## config.mk

```make
export PLATFORM = sky130hd
export DESIGN_NAME = button_press_decoder
export DESIGN_NICKNAME = d
export VERILOG_FILES = /design/src/rtl/button_pkg.sv /design/src/rtl/edge_detect.sv /design/src/rtl/button_press_decoder.sv
export SDC_FILE = /design/constraint.sdc
export NUM_CORES = 1
export LEC_CHECK = 0
export ABC_CLOCK_PERIOD_IN_PS = 6300
export BUFFER_PORTS_ARGS = -buffer_cell sky130_fd_sc_hd__buf_4
export CAP_MARGIN = 10
export CORE_UTILIZATION = 60
export DETAILED_ROUTE_END_ITERATION = 12
export HOLD_SLACK_MARGIN = 0.03
export PLACE_DENSITY = 0.82
export SKIP_CTS_REPAIR_TIMING = 1
export SLEW_MARGIN = 25
export SYNTH_ARGS = -nofsm -noshare
export SYNTH_HDL_FRONTEND = slang
export SYNTH_SLANG_ARGS = --single-unit
export TNS_END_PERCENT = 5
```

## constraint.sdc

```tcl
create_clock -name clk -period 6.3 [get_ports clk]
set_input_delay 1.26 -clock clk [delete_from_list [all_inputs] [get_ports clk]]
set_output_delay 1.26 -clock clk [all_outputs]
set_load 0.02 [all_outputs]
```

## src/rtl/button_pkg.sv

```systemverilog
// button_pkg: shared state encoding and default counts for the button press decoder
package button_pkg;
  typedef enum logic [2:0] {
    IDLE           = 3'd0,
    PRESSED        = 3'd1,
    LONG_HELD      = 3'd2,
    WAIT_SECOND    = 3'd3,
    SECOND_PRESSED = 3'd4
  } state_t;
  localparam int DEF_CNT_W        = 16;
  localparam int DEF_LONG_COUNT   = 16;
  localparam int DEF_REPEAT_COUNT = 4;
  localparam int DEF_DOUBLE_GAP   = 8;
endpackage

```

## src/rtl/edge_detect.sv

```systemverilog
// edge_detect: previous-sample register and arming flag that qualify button edges
//   clk, reset (async active-low), button_in -> rise (armed press edge), fall (release edge)
module edge_detect (
  input  logic clk,
  input  logic reset,
  input  logic button_in,
  output logic rise,
  output logic fall
);
  logic btn_q, armed;
  always_ff @(posedge clk or negedge reset) begin
    if (!reset) begin
      btn_q <= 1'b0;
      armed <= 1'b0;
    end else begin
      btn_q <= button_in;
      armed <= armed | ~button_in;
    end
  end
  // a button already down at reset release must be seen low once before it can press
  assign rise = armed & button_in & ~btn_q;
  assign fall = btn_q & ~button_in;
endmodule

```

## src/rtl/button_press_decoder.sv

```systemverilog
// button_press_decoder: turns a debounced button level into press/release/click/long/repeat pulses
//   clk, reset (async active-low), button_in -> one-cycle event pulses plus the held level
module button_press_decoder
  import button_pkg::*;
#(
  parameter int CNT_W        = DEF_CNT_W,
  parameter int LONG_COUNT   = DEF_LONG_COUNT,
  parameter int REPEAT_COUNT = DEF_REPEAT_COUNT,
  parameter int DOUBLE_GAP   = DEF_DOUBLE_GAP
) (
  input  logic clk,
  input  logic reset,
  input  logic button_in,
  output logic press_pulse,
  output logic release_pulse,
  output logic short_press,
  output logic double_press,
  output logic long_press,
  output logic repeat_pulse,
  output logic held
);
  state_t state;
  logic [CNT_W-1:0] hold_cnt, gap_cnt, rep_cnt, hold_inc, gap_inc, rep_inc;
  logic rise, fall;
  edge_detect u_edge (.clk(clk), .reset(reset), .button_in(button_in), .rise(rise), .fall(fall));
  // saturating increments so long holds never wrap back into a short press
  assign hold_inc = &hold_cnt ? hold_cnt : hold_cnt + 1'b1;
  assign gap_inc  = &gap_cnt  ? gap_cnt  : gap_cnt  + 1'b1;
  assign rep_inc  = &rep_cnt  ? rep_cnt  : rep_cnt  + 1'b1;
  always_ff @(posedge clk or negedge reset) begin
    if (!reset) begin
      state         <= IDLE;
      hold_cnt      <= '0;
      gap_cnt       <= '0;
      rep_cnt       <= '0;
      press_pulse   <= 1'b0;
      release_pulse <= 1'b0;
      short_press   <= 1'b0;
      double_press  <= 1'b0;
      long_press    <= 1'b0;
      repeat_pulse  <= 1'b0;
      held          <= 1'b0;
    end else begin
      press_pulse   <= 1'b0;
      release_pulse <= 1'b0;
      short_press   <= 1'b0;
      double_press  <= 1'b0;
      long_press    <= 1'b0;
      repeat_pulse  <= 1'b0;
      case (state)
        IDLE: if (rise) begin
          press_pulse <= 1'b1;
          held        <= 1'b1;
          hold_cnt    <= CNT_W'(1);
          state       <= PRESSED;
        end
        PRESSED: if (fall) begin
          release_pulse <= 1'b1;
          held          <= 1'b0;
          if (DOUBLE_GAP == 0) begin
            short_press <= 1'b1;
            state       <= IDLE;
          end else begin
            gap_cnt <= CNT_W'(1);
            state   <= WAIT_SECOND;
          end
        end else begin
          hold_cnt <= hold_inc;
          if (hold_inc >= CNT_W'(LONG_COUNT)) begin
            long_press <= 1'b1;
            rep_cnt    <= '0;
            state      <= LONG_HELD;
          end
        end
        LONG_HELD: if (fall) begin
          release_pulse <= 1'b1;
          held          <= 1'b0;
          state         <= IDLE;
        end else if (rep_inc >= CNT_W'(REPEAT_COUNT)) begin
          repeat_pulse <= 1'b1;
          rep_cnt      <= '0;
        end else begin
          rep_cnt <= rep_inc;
        end
        // a second press wins over the gap expiring on the same sample
        WAIT_SECOND: if (rise) begin
          press_pulse <= 1'b1;
          held        <= 1'b1;
          hold_cnt    <= CNT_W'(1);
          state       <= SECOND_PRESSED;
        end else if (!button_in) begin
          gap_cnt <= gap_inc;
          if (gap_inc >= CNT_W'(DOUBLE_GAP)) begin
            short_press <= 1'b1;
            state       <= IDLE;
          end
        end
        SECOND_PRESSED: if (fall) begin
          release_pulse <= 1'b1;
          double_press  <= 1'b1;
          held          <= 1'b0;
          state         <= IDLE;
        end else begin
          hold_cnt <= hold_inc;
          // the first click is still owed its short_press when the second becomes a long hold
          if (hold_inc >= CNT_W'(LONG_COUNT)) begin
            short_press <= 1'b1;
            long_press  <= 1'b1;
            rep_cnt     <= '0;
            state       <= LONG_HELD;
          end
        end
        default: begin
          held  <= 1'b0;
          state <= IDLE;
        end
      endcase
    end
  end
endmodule

```

==> results.json <==
{
  "timing.rr.end": "rep_cnt[1]",
  "syn_area_um2": 3690,
  "irDropWorstVdd_mv": 0.308,
  "numCtsBuffers": 9,
  "finalHoldViolations": 0,
  "grt_pass1_wl_um": 14300,
  "track_usage": 0.285,
  "seqCellArea_um2": 1500,
  "die-width_um": 80.4,
  "arrival_ns": 3.34,
  "drt-initial-drc-count": 264,
  "ys.flop_type": "dfrtp_1",
  "seq_area_frac_synth": 0.407,
  "grt_max_degree": 61,
  "multi_input_area_um2": 2060,
  "finalCoreUtilization": 0.669,
  "vias": 3324,
  "synth-warning-count": 0,
  "drv_slew": 0,
  "tightest_slew_ns": 0.920,
  "setup_violations": 0,
  "slowest_stage": "a21oi_2",
  "dp_cells": 489,
  "wl_um": 8420,
  "io_buffers": 9,
  "rows": 28,
  "hold_end": "u_edge.armed",
  "crit_fanout": 16,
  "drt.antenna.violating_nets": 0,
  "final_nets": 431,
  "area_growth_pct": 7.36,
  "wire_per_inst_um": 16.7,
  "skew_ns": 0.00508,
  "start_kind": "flip-flop",
  "relSlewSlack": 0.382,
  "synth_edf_count": 0,
  "gp_congestion": 0.952,
  "p_total_uw": 1250,
  "io_pins": 10,
  "stdcell_area_um2": 3960,
  "layout_min_cycle_time_ns": 3.12,
  "crit_path_max_incr_delay_ns": 0.61,
  "drc": 0,
  "async_flop_share": 1.00,
  "yosysUniqueCellTypes": 61,
  "netlist_instances": 426,
  "antenna_found_initial": 0,
  "clkTransAtPathRegs_ns": 0.06,
  "yosysTopAreaCell": "dfrtp_1",
  "fill_cells": 498,
  "status": "finished clean",
  "syn_area_per_cell_um2": 8.66,
  "cp_top_family": "compound AO/OA/AOI/OAI gates",
  "p_leak_uw": 0.00165,
  "tns_ns": 0,
  "cp.required_ns": 6.52,
  "rsz0062_at_grt": "no",
  "p_per_area_nw_per_um2": 315,
  "path_class": "reg2reg",
  "hold_class": "reg2reg",
  "clk_latency_ns": 0.34,
  "root_buffer": "clkbuf_8",
  "syn_nets": 432,
  "path_cells": "ha_1 -> nand2_1 -> nor4_1 -> o21ai_0 -> o211ai_1 -> nor4_4 -> a21oi_2 -> mux2_1",
  "end_kind": "flip-flop",
  "clkSinkCount": 60,
  "hold_depth": 1,
  "clock_path_buffers": 2,
  "worst-path-buf-inv": 0,
  "core_um2": 5920,
  "period_share": 0.495,
  "synth_seq_cells": 60,
  "h-tree-depth": 3,
  "r2r_setup_slack_ns": 3.18,
  "drv_cap": 0,
  "start_util": 0.623,
  "hold_path_startpoint": "u_edge.armed",
  "grt-ovfl-total": 0,
  "fp.dieArea_um2": 6470,
  "finalNonFillerCells": 505,
  "ff2ff_path_depth": 8,
  "place_hpwl_um": 5630,
  "rr_startpoint": "hold_cnt[0]",
  "first_global_vias": 3083,
  "viasPerCell": 6.58,
  "drtPass1Iterations": 5,
  "fp.dieH_um": 80.4,
  "fmaxAchievable_mhz": 320,
  "yosys-top-cells-area": "dfrtp_1, o21ai_0, nand3_1",
  "place_area_um2": 3760,
  "cts_tree": "yes",
  "diodes": 0,
  "netlist.area_leader.share": 0.407,
  "layout-drive-gt1-share": 0.0884
}
logic make-up after synthesis:
logic type / Yosys count / share of synthesized area
and+or+nand+nor: 196 / 0.292
AOI/OAI and AO/OA: 117 / 0.207
DFF: 60 / 0.407
buffers and inverters: 31 / 0.0353
muxes: 10 / 0.0278
xor gates and xnor gates: 9 / 0.0214
adders and majority gates: 3 / 0.0102
cells in the mapped netlist (all sizes together), types with 2 or more instances:
cell     n
a41oi    2
and2b    2
and2     3
clkbuf  15
nor4b    2
o21ai   42
nand2   29
mux2     2
mux2i    8
o21a     3
xnor2    6
a21oi   22
or3      8
ha       3
nand2b   8
o41ai    2
inv      9
a211o    2
and4     3
nor4    12
a31oi    9
nor2b   15
o211ai   6
a311oi   2
o211a    4
or2      4
nor3    15
dfrtp   60
a211oi   4
xor2     3
nand4   14
a31o     3
o31ai    4
and3    10
nor3b    2
nor2    35
nand3   31
buf      6
worst reg2reg max path: stages (launching register included):
cell      delay [ns]
dfrtp_1         0.45
ha_1            0.38
nand2_1         0.17
nor4_1          0.49
o21ai_0         0.22
o211ai_1        0.18
nor4_4          0.13
a21oi_2         0.61
mux2_1          0.38
cell usage in the layout, fill, tap and decap left out, types with 9 or more instances in the layout:
cell type,synthesis,layout
nor4_1,10,10
nor3_1,15,15
nor2b_1,15,15
buf_4,0,9
and3_1,10,10
inv_1,9,9
nor2_1,35,35
nand4_1,13,13
a21oi_1,21,21
dfrtp_1,60,60
a31oi_1,9,9
nand2_1,29,29
clkbuf_8,0,11
nand3_1,31,31
o21ai_0,42,42
where the power goes:
part	internal, uW	switching (uW)	total [uW]	leakage [uW]
clock network	203	153	356	0.000102
logic	141	235	376	0.000733
registers	431	83.6	515	0.000811
per-layer routing:
layer,share of wire,track usage
met5,0,0
met4,0.024,0.141
met1,0.47,0.402
met3,0.054,0.0420
met2,0.46,0.424
registers in the layout, summed over array words and instances, names as in the netlist:
| register | flops |
|---|---|
| double_press | 1 |
| gap_cnt | 16 |
| held | 1 |
| hold_cnt | 16 |
| long_press | 1 |
| press_pulse | 1 |
| release_pulse | 1 |
| rep_cnt | 16 |
| repeat_pulse | 1 |
| short_press | 1 |
| state | 3 |
| u_edge.armed | 1 |
| u_edge.btn_q | 1 |
worst max-delay path by stage:
stage	start	endpoint	slack, ns	cells past startpoint
2_1_floorplan	button_in	hold_cnt[6]	3.77	7
3_3_place_gp	button_in	hold_cnt[0]	3.21	8
3_5_place_dp	button_in	hold_cnt[0]	3.19	8
4_1_cts	hold_cnt[0]	rep_cnt[1]	3.23	8
5_1_grt	hold_cnt[0]	rep_cnt[1]	2.89	8
6_report	hold_cnt[0]	rep_cnt[1]	3.18	8
cell type report:
| class | count | area share |
|---|---|---|
| clock buffers | 12 | 0.0392 |
| clock inverters | 4 | 0.0120 |
| inverters | 10 | 0.00948 |
| multi-input cells | 335 | 0.520 |
| flip-flops and latches | 60 | 0.379 |
| well taps | 75 | 0.0237 |
| repair buffers | 9 | 0.0171 |
per-stage QoR:
| step | worst slack, ns | hold WS (ns) |
|---|---|---|
| floorplan | 3.77 | 0.442 |
| global route | 2.89 | 0.509 |
| detailed placement | 3.19 | 0.470 |
| global placement | 3.21 | 0.468 |
| CTS | 3.23 | 0.489 |
| finish | 3.18 | 0.495 |
Power figures use the tool's default switching activity.
